### src/rtl/modulo_temporizador_pkg.sv
// Shared constants for the BCD countdown timer: FSM encodings, digit limit
// and the default synchroniser depth.
package modulo_temporizador_pkg;

  typedef logic [3:0] bcd_t;

  localparam int SYNC_STAGES_DEF = 2;

  localparam bcd_t BCD_MAX = 4'd9;

  localparam logic [1:0] ST_IDLE    = 2'b00;
  localparam logic [1:0] ST_RUNNING = 2'b01;
  localparam logic [1:0] ST_PAUSED  = 2'b10;
  localparam logic [1:0] ST_DONE    = 2'b11;

  function automatic bcd_t clamp_bcd(input bcd_t digit);
    bcd_t result;
    if (digit > BCD_MAX) begin
      result = BCD_MAX;
    end else begin
      result = digit;
    end
    return result;
  endfunction

endpackage

### src/rtl/modulo_detector_borda.sv
// Synchronises clock_div into the clock domain and emits a one-cycle tick
// on each synchronised rising edge.
module modulo_detector_borda
  import modulo_temporizador_pkg::*;
#(
  parameter int SYNC_STAGES = SYNC_STAGES_DEF
) (
  input  logic clock,
  input  logic clear,
  input  logic clock_div,
  output logic tick
);

  logic [SYNC_STAGES-1:0] sync_r;
  logic                   prev_r;
  logic [2:0]             fill_r;
  logic                   armed_s;

  // The edge flop only holds a genuine sample once the chain has refilled
  // after reset, so a level already high at release is not taken as a rise.
  assign armed_s = (fill_r >= 3'(SYNC_STAGES + 1));
  assign tick    = armed_s & sync_r[SYNC_STAGES-1] & ~prev_r;

  // Synchroniser chain, edge flop and post-reset fill counter.
  always_ff @(posedge clock or negedge clear) begin
    if (!clear) begin
      sync_r <= {SYNC_STAGES{1'b0}};
      prev_r <= 1'b0;
      fill_r <= 3'd0;
    end else begin
      sync_r <= {sync_r[SYNC_STAGES-2:0], clock_div};
      prev_r <= sync_r[SYNC_STAGES-1];
      if (!armed_s) begin
        fill_r <= fill_r + 3'd1;
      end
    end
  end

endmodule

### src/rtl/modulo_temporizador_contagem.sv
// Two-digit BCD countdown timer with load/start/pause control, advanced by
// ticks derived from the external divided clock.
module modulo_temporizador_contagem
  import modulo_temporizador_pkg::*;
#(
  parameter int SYNC_STAGES = SYNC_STAGES_DEF
) (
  input  logic       clock,
  input  logic       clear,
  input  logic       clock_div,
  input  logic       load,
  input  logic [3:0] valor_dezena,
  input  logic [3:0] valor_unidade,
  input  logic       start,
  input  logic       pause,
  output logic [3:0] dezena,
  output logic [3:0] unidade,
  output logic [1:0] estado,
  output logic       ativo,
  output logic       fim
);

  logic       tick_s;
  logic [1:0] estado_r, estado_s;
  bcd_t       dezena_r, dezena_s, unidade_r, unidade_s;
  bcd_t       dec_dez_s, dec_uni_s;
  logic       fim_r, fim_s, ativo_r;
  logic       zero_s, dec_zero_s;

  modulo_detector_borda #(.SYNC_STAGES(SYNC_STAGES)) u_detector (
    .clock     (clock),
    .clear     (clear),
    .clock_div (clock_div),
    .tick      (tick_s)
  );

  assign zero_s     = (dezena_r == 4'd0) && (unidade_r == 4'd0);
  assign dec_zero_s = (dec_dez_s == 4'd0) && (dec_uni_s == 4'd0);

  // BCD decrement with units wrap and tens borrow.
  always_comb begin
    dec_dez_s = dezena_r;
    dec_uni_s = unidade_r;
    if (unidade_r == 4'd0) begin
      dec_uni_s = BCD_MAX;
      dec_dez_s = dezena_r - 4'd1;
    end else begin
      dec_uni_s = unidade_r - 4'd1;
    end
  end

  // Next-state and next-count logic.
  always_comb begin
    estado_s  = estado_r;
    dezena_s  = dezena_r;
    unidade_s = unidade_r;
    fim_s     = 1'b0;
    case (estado_r)
      ST_IDLE: begin
        if (load) begin
          dezena_s  = clamp_bcd(valor_dezena);
          unidade_s = clamp_bcd(valor_unidade);
        end else if (start) begin
          if (zero_s) begin
            estado_s = ST_DONE;
            fim_s    = 1'b1;
          end else begin
            estado_s = ST_RUNNING;
          end
        end else begin
          estado_s = ST_IDLE;
        end
      end
      ST_RUNNING: begin
        // A tick coinciding with pause is applied first; reaching 00 wins.
        if (tick_s) begin
          dezena_s  = dec_dez_s;
          unidade_s = dec_uni_s;
          if (dec_zero_s) begin
            estado_s = ST_DONE;
            fim_s    = 1'b1;
          end else if (pause) begin
            estado_s = ST_PAUSED;
          end else begin
            estado_s = ST_RUNNING;
          end
        end else if (pause) begin
          estado_s = ST_PAUSED;
        end else begin
          estado_s = ST_RUNNING;
        end
      end
      ST_PAUSED: begin
        if (load) begin
          dezena_s  = clamp_bcd(valor_dezena);
          unidade_s = clamp_bcd(valor_unidade);
          estado_s  = ST_IDLE;
        end else if (start) begin
          estado_s = ST_RUNNING;
        end else begin
          estado_s = ST_PAUSED;
        end
      end
      ST_DONE: begin
        if (load) begin
          dezena_s  = clamp_bcd(valor_dezena);
          unidade_s = clamp_bcd(valor_unidade);
          estado_s  = ST_IDLE;
        end else begin
          estado_s = ST_DONE;
        end
      end
      default: begin
        estado_s  = ST_IDLE;
        dezena_s  = 4'd0;
        unidade_s = 4'd0;
      end
    endcase
  end

  // State, count and registered status outputs.
  always_ff @(posedge clock or negedge clear) begin
    if (!clear) begin
      estado_r  <= ST_IDLE;
      dezena_r  <= 4'd0;
      unidade_r <= 4'd0;
      fim_r     <= 1'b0;
      ativo_r   <= 1'b0;
    end else begin
      estado_r  <= estado_s;
      dezena_r  <= dezena_s;
      unidade_r <= unidade_s;
      fim_r     <= fim_s;
      ativo_r   <= (estado_s == ST_RUNNING);
    end
  end

  assign dezena  = dezena_r;
  assign unidade = unidade_r;
  assign estado  = estado_r;
  assign ativo   = ativo_r;
  assign fim     = fim_r;

endmodule

### config.mk
export PLATFORM = sky130hd
export DESIGN_NAME = modulo_temporizador_contagem
export DESIGN_NICKNAME = d
export VERILOG_FILES = /design/src/rtl/modulo_temporizador_pkg.sv /design/src/rtl/modulo_detector_borda.sv /design/src/rtl/modulo_temporizador_contagem.sv
export SDC_FILE = /design/constraint.sdc
export NUM_CORES = 1
export LEC_CHECK = 0
export BUFFER_PORTS_ARGS = -buffer_cell sky130_fd_sc_hd__buf_2
export CAP_MARGIN = 5
export CORE_AREA = 2 2 63 65
export DETAILED_ROUTE_END_ITERATION = 7
export DIE_AREA = 0 0 65 67
export MAX_ROUTING_LAYER = met4
export PLACE_DENSITY_LB_ADDON = 0.2
export SETUP_SLACK_MARGIN = 0.4
export SLEW_MARGIN = 10
export SYNTH_ARGS = -nofsm -noshare
export SYNTH_HDL_FRONTEND = slang
export SYNTH_HIERARCHICAL = 1
export SYNTH_SLANG_ARGS = --single-unit
export TNS_END_PERCENT = 20
### constraint.sdc
create_clock -name clock -period 6.45 [get_ports clock]
set_clock_uncertainty 0.1 [all_clocks]
set_input_delay 1.935 -clock clock [delete_from_list [all_inputs] [get_ports clock]]
set_output_delay 1.935 -clock clock [all_outputs]
set_load 0.03 [all_outputs]
==> results of run 1 <==
[routing by layer]
| metal | vias up | wire length, µm | global-route usage |
|---|---|---|---|
| met1 | 419 | 1119 | 0.1480 |
| met5 | - | 0 | - |
| met3 | 2 | 123 | 0.04054 |
| li1 | 447 | - | - |
| met2 | 24 | 1011 | 0.1791 |
| met4 | 0 | 12 | 0.02394 |
[flip-flops by register name, indices dropped and copies added (netlist names)]
name               cells
ativo                  1
estado                 2
dezena                 4
u_detector/prev_r      1
fim                    1
u_detector/sync_r      2
u_detector/fill_r      3
unidade                4
[Yosys cell counts (2+ instances only)]
library cell / number
nand2b_1: 5
nand2_1: 6
nor4b_1: 2
clkbuf_1: 2
nor2_1: 14
nand3b_1: 2
a31oi_1: 3
nand3_1: 2
ha_1: 4
nor4_1: 2
a21oi_1: 7
nor3_1: 2
nor3b_1: 2
mux2_2: 2
dfrtp_1: 18
a32oi_1: 3
inv_1: 4
o21ai_0: 8
[final timing paths]
check / startpoint / to / cells past startpoint
hold / removal: u_detector/sync_r[0]$_DFF_PN0_ / u_detector/sync_r[1]$_DFF_PN0_ / 0
hold reg to reg: u_detector/sync_r[0]$_DFF_PN0_ / u_detector/sync_r[1]$_DFF_PN0_ / 0
setup reg to reg: u_detector/fill_r[0]$_DFFE_PN0N_ / dezena[1]$_DFFE_PN0P_ / 7
max in group asynchronous: clear / u_detector/sync_r[0]$_DFF_PN0_ / 1
setup / recovery: unidade[0]$_DFFE_PN0P_ / unidade[0] / 1
min in group asynchronous: clear / fim$_DFF_PN0_ / 1
[area by class of cell]
class                      instances  area (µm²)
fill                             383        2344
multi-input combinational         82       556.8
sequential                        18       450.4
timing repair buffer              25       125.1
tap                               48       60.06
clock buffer                       4       55.05
inverter                           4       15.01
[power groups by stage]
stage	clock [mW]	combinational (mW)	sequential, mW
3_5_place_dp	0	0.223	0.204
2_1_floorplan	0	0.126	0.243
4_1_cts	0.0951	0.224	0.202
5_1_grt	0.102	0.244	0.210
3_3_place_gp	0	0.222	0.202
6_report	0.0917	0.221	0.202
[placed cells by master (no fill, tap or decap), types with 2 or more instances in the layout]
cell type	Yosys	routed
inv_1	4	4
clkbuf_8	1	4
nor3_1	2	2
nand3_1	2	2
buf_2	0	25
nor4b_1	2	2
nor3b_1	2	2
a32oi_1	3	3
nor2_1	14	14
a21oi_1	7	7
nand3b_1	2	2
dfrtp_1	18	18
nand2b_1	5	5
nor4_1	2	2
mux2_2	2	2
a31oi_1	3	3
nand2_1	6	6
ha_1	4	4
o21ai_0	8	8
[cells by family (layout without fill, tap and decap cells)]
| logic type | after synthesis | after routing | synth area share |
|---|---|---|---|
| AOI/OAI and AO/OA | 30 | 30 | 0.1910 |
| adders and majority gates | 4 | 4 | 0.04745 |
| DFF | 18 | 18 | 0.4270 |
| buffers and inverters | 8 | 33 | 0.04507 |
| and+or+nand+nor | 44 | 44 | 0.2444 |
| muxes | 4 | 4 | 0.04507 |
[metrics by stage]
stage / setup WS, ns / power (mW) / area (µm²) / hold slack (ns) / utilization
finish: 3.343 / 0.5149 / 1262 / 0.2488 / 0.3501
global route: 3.273 / 0.5557 / 1262 / 0.2630 / 0.3501
CTS: 3.334 / 0.5210 / 1262 / 0.2526 / 0.3501
detailed placement: 3.221 / 0.4265 / 1207 / 0.2364 / 0.3348
global placement: 3.233 / 0.4239 / 1207 / 0.2310 / 0.3348
floorplan: 3.656 / 0.3691 / 1055 / 0.2312 / -
==> impl_metrics.env, run 1 <==
export IMPL_final_setup_tns_ns=0
export IMPL_dp_cells=177
export IMPL_numCtsBuffers=3
export IMPL_area_growth_syn_to_layout_pct=19.69
export IMPL_clk_pin_slew_ns=0.07
export IMPL_grtUsageTotal=0.1162
export IMPL_cp_data_arrival_time_ns=1.07
export IMPL_swShare=0.4587
export IMPL_via_count=892
export IMPL_gr_total_overflow=0
export IMPL_p_per_area_nw_per_um2=407.8
export IMPL_cp_max_fo=10
export IMPL_required_ns=4.41
export IMPL_critPathBufInv=1
export IMPL_grt_pass1_wl_um=3739
export IMPL_route_detailed_drc=0
export IMPL_drt_iter0_drc=36
export IMPL_start_util=0.2925
export IMPL_core_um2=3606
export IMPL_power_frac_comb=0.430
export IMPL_async_reset_ff_frac=1.000
export IMPL_drv_slew=0
export IMPL_crit_slowest_cell="dfrtp_1"
export IMPL_worst_pin_slew_ns=0.7555
export IMPL_rsz0062_at_grt="no"
export IMPL_antenna_found_initial=0
export IMPL_cts_root_buf="clkbuf_8"
export IMPL_synth_seq_area_share=0.4270
export IMPL_cts_path_max_buffers=2
export IMPL_rows=22
export IMPL_fp_dieW_um=65
export IMPL_drive_gt1_frac=0.2932
export IMPL_vdd_drop_max_mv=0.1717
export IMPL_status="completed"
export IMPL_grt_max_degree=19
export IMPL_port_buffer_count=25
export IMPL_cts_tree="built"
export IMPL_synth_area_leaders="dfrtp_1 43%, nor2_1 5.0%, ha_1 4.7%"
export IMPL_crit_family="flip-flops"
export IMPL_post_cts_buffers=0
export IMPL_ys_warn_count=6
export IMPL_ys_flop_type="dfrtp_1"
export IMPL_finalCritPeriodShare=0.4817
export IMPL_gp_congestion=0.7925
export IMPL_fin_crit_ns=3.107
export IMPL_cp_end_kind="primary output"
export IMPL_cts_hold_buf=0
export IMPL_yosys_area_top_type="dfrtp_1"
export IMPL_dieArea_um2=4355
export IMPL_seqPwrFrac=0.392
export IMPL_pin_count=26
export IMPL_clockPowerShare=0.178
export IMPL_via_per_inst=4.928
export IMPL_firstDrtPassIters=4
export IMPL_n_antenna_cell=0
export IMPL_syn_nets=126
export IMPL_fmax_ghz=0.3219
export IMPL_ys_ff_latch=18
export IMPL_p_int_mw=0.2787
export IMPL_netlist_instances=108
export IMPL_crit_type="flip-flop to primary output"
export IMPL_syn_area_per_cell_um2=9.766
export IMPL_p_leak_nw=0.5820
export IMPL_synth_edff_count=0
export IMPL_cp_start_kind="flip-flop"
export IMPL_dpl_hpwl_um=1663
export IMPL_maxSlewHeadroom=0.4953
export IMPL_wl_per_cell_um=12.52
export IMPL_clkLatencyLatePin_ns=0.25
export IMPL_p_sw_mw=0.2362
export IMPL_synthDistinctLibCells=38
export IMPL_layout_cells_non_filler=181
export IMPL_cap_violations=0
export IMPL_cts_resized=0
export IMPL_crit_chain="buf_2"
export IMPL_htree_num_levels=1
export IMPL_synth_top_area_share=0.4270
export IMPL_nets=152
export IMPL_cp_slowest_stage_delay_ns=0.55
export IMPL_worstHoldPathType="flip-flop to flip-flop"
export IMPL_clock_sinks=18
export IMPL_finalHoldViolCount=0
export IMPL_wirelength_um=2267
export IMPL_grt_pass1_vias=808
export IMPL_die_h_um=67
export IMPL_netlist_area_um2=1055
export IMPL_ant_nets=0
export IMPL_r2r_slack_ns=3.99
export IMPL_setup_viol=0
Power figures use the tool's default switching activity.
==> run 2: changes to the inputs <==
clock period = 2.5 ns   (was 6.45 ns; I/O delays follow)
==> impl_metrics.env, run 2 (synthesis results as in run 1) <==
export IMPL_r2r_end="dezena[1]$_DFFE_PN0P_"
export IMPL_core_um2=3606
export IMPL_htree_num_levels=1
export IMPL_clk_pin_slew_ns=0.07
export IMPL_clkLatencyLatePin_ns=0.25
export IMPL_n_antenna_cell=0
export IMPL_drt_iter0_drc=19
export IMPL_cp_endpoint="dezena[1]$_DFFE_PN0P_"
export IMPL_clock_sinks=18
export IMPL_route_detailed_drc=0
export IMPL_cts_hold_buf=0
export IMPL_ant_nets=0
export IMPL_critPathBufInv=1
export IMPL_crit_chain="ha_1 -> ha_2 -> nor2_2 -> a21oi_1 -> and3b_2 -> a21oi_4 -> buf_4 -> mux2_2"
export IMPL_fin_crit_ns=2.017
export IMPL_pin_count=26
export IMPL_cts_path_max_buffers=2
export IMPL_cp_data_arrival_time_ns=2.06
export IMPL_status="completed"
export IMPL_nets=157
export IMPL_swShare=0.4567
export IMPL_dieArea_um2=4355
export IMPL_cp_slowest_stage_delay_ns=0.42
export IMPL_grt_pass1_wl_um=3919
export IMPL_crit_type="flip-flop to flip-flop"
export IMPL_utilization=0.3657
export IMPL_p_sw_mw=0.6236
export IMPL_grt_pass1_vias=879
export IMPL_r2r_start="u_detector/fill_r[0]$_DFFE_PN0N_"
export IMPL_p_leak_nw=0.6094
export IMPL_p_per_area_nw_per_um2=1035
export IMPL_via_count=952
export IMPL_fp_dieW_um=65
export IMPL_power_frac_comb=0.445
export IMPL_cts_tree="built"
export IMPL_grtUsageTotal=0.1206
export IMPL_firstDrtPassIters=5
export IMPL_via_per_inst=5.118
export IMPL_worstSetupStartpoint="u_detector/fill_r[0]$_DFFE_PN0N_"
export IMPL_layout_commonest_cell="buf_2"
export IMPL_drive_gt1_frac=0.3406
export IMPL_wirelength_um=2332
export IMPL_hold_ws_ns=0.2523
export IMPL_seqPwrFrac=0.383
export IMPL_cp_max_fo=5
export IMPL_cts_root_buf="clkbuf_8"
export IMPL_cap_violations=0
export IMPL_final_setup_tns_ns=0
export IMPL_numCtsBuffers=3
export IMPL_area_growth_syn_to_layout_pct=25.03
export IMPL_antenna_found_initial=0
export IMPL_hold_depth=0
export IMPL_crit_slowest_cell="dfrtp_1"
export IMPL_start_util=0.2925
export IMPL_power_mw=1.365
export IMPL_finalHoldViolCount=0
export IMPL_required_ns=2.54
export IMPL_port_buffer_count=25
export IMPL_drv_slew=0
export IMPL_worstHoldPathType="flip-flop to flip-flop"
export IMPL_p_int_mw=0.7418
export IMPL_gr_total_overflow=0
export IMPL_cp_end_kind="flip-flop"
export IMPL_layout_common_cells="25 x buf_2, 18 x dfrtp_1, 13 x nor2_1"
export IMPL_die_h_um=67
export IMPL_rows=22
export IMPL_crit_family="flip-flops"
export IMPL_grt_max_degree=19
export IMPL_r2r_slack_ns=0.48
export IMPL_wl_per_cell_um=12.54
export IMPL_r2r_cells=8
export IMPL_maxSlewHeadroom=0.4916
export IMPL_min_delay_start="u_detector/sync_r[0]$_DFF_PN0_"
export IMPL_dpl_hpwl_um=1705
export IMPL_clockPowerShare=0.172
export IMPL_finalCritPeriodShare=0.8067
export IMPL_setup_viol=0
export IMPL_fmax_ghz=0.4959
export IMPL_rsz0062_at_grt="yes"
export IMPL_vdd_drop_max_mv=0.4053
export IMPL_worst_pin_slew_ns=0.7611
export IMPL_cp_num_cells=8
export IMPL_cp_start_kind="flip-flop"
export IMPL_gp_congestion=0.8235
## run 2: cell count changes in the layout (fill, tap and decap cells not counted), sizes merged
cell,previous run,this run
buf,25,30
## run 2: power groups by stage
stage                     registers, mW  clock network, mW  logic, mW
after floorplan                   0.627                  0      0.325
after global placement            0.525                  0      0.593
after detailed placement          0.528                  0      0.590
after CTS                         0.522              0.243      0.608
after global routing              0.539              0.257      0.666
final                             0.523              0.235      0.607
## run 2: worst min-delay path by stage
stage	to	slack, ns
2_1_floorplan	u_detector/sync_r[1]$_DFF_PN0_	0.23
3_3_place_gp	u_detector/sync_r[1]$_DFF_PN0_	0.23
3_5_place_dp	u_detector/sync_r[1]$_DFF_PN0_	0.24
4_1_cts	u_detector/sync_r[1]$_DFF_PN0_	0.26
5_1_grt	u_detector/sync_r[1]$_DFF_PN0_	0.26
6_report	u_detector/sync_r[1]$_DFF_PN0_	0.25
## run 2: timing repair
item                       4_1_cts  5_1_grt
setup buffers                    2        1
pin swaps                        0        1
setup endpoints to repair        6       11
resized for setup                2        2
## run 2: layout make-up
type | count | area (µm²)
clock buffer | 4 | 55.05
inverter | 4 | 15.01
sequential | 18 | 450.4
fill | 363 | 2287
timing repair buffer | 30 | 162.7
multi-input combinational | 82 | 575.6
tap | 48 | 60.06
## run 2: through the flow
stage / cell area [µm²] / setup WS (ns) / std cells
2_1_floorplan: 1055 / 0.4246 / 108
3_3_place_gp: 1222 / 0.2848 / 179
3_5_place_dp: 1222 / 0.2027 / 179
4_1_cts: 1303 / 0.3781 / 185
5_1_grt: 1319 / 0.3944 / 186
6_report: 1319 / 0.4833 / 186
## run 2: per-layer routing
layer  GRT usage  vias to the layer above  wire length, µm
met5           -                        -                0
met4     0.02394                        0               13
met3     0.04054                        2              155
met2      0.1856                       37             1041
met1      0.1551                      455             1122
li1            -                      458                -
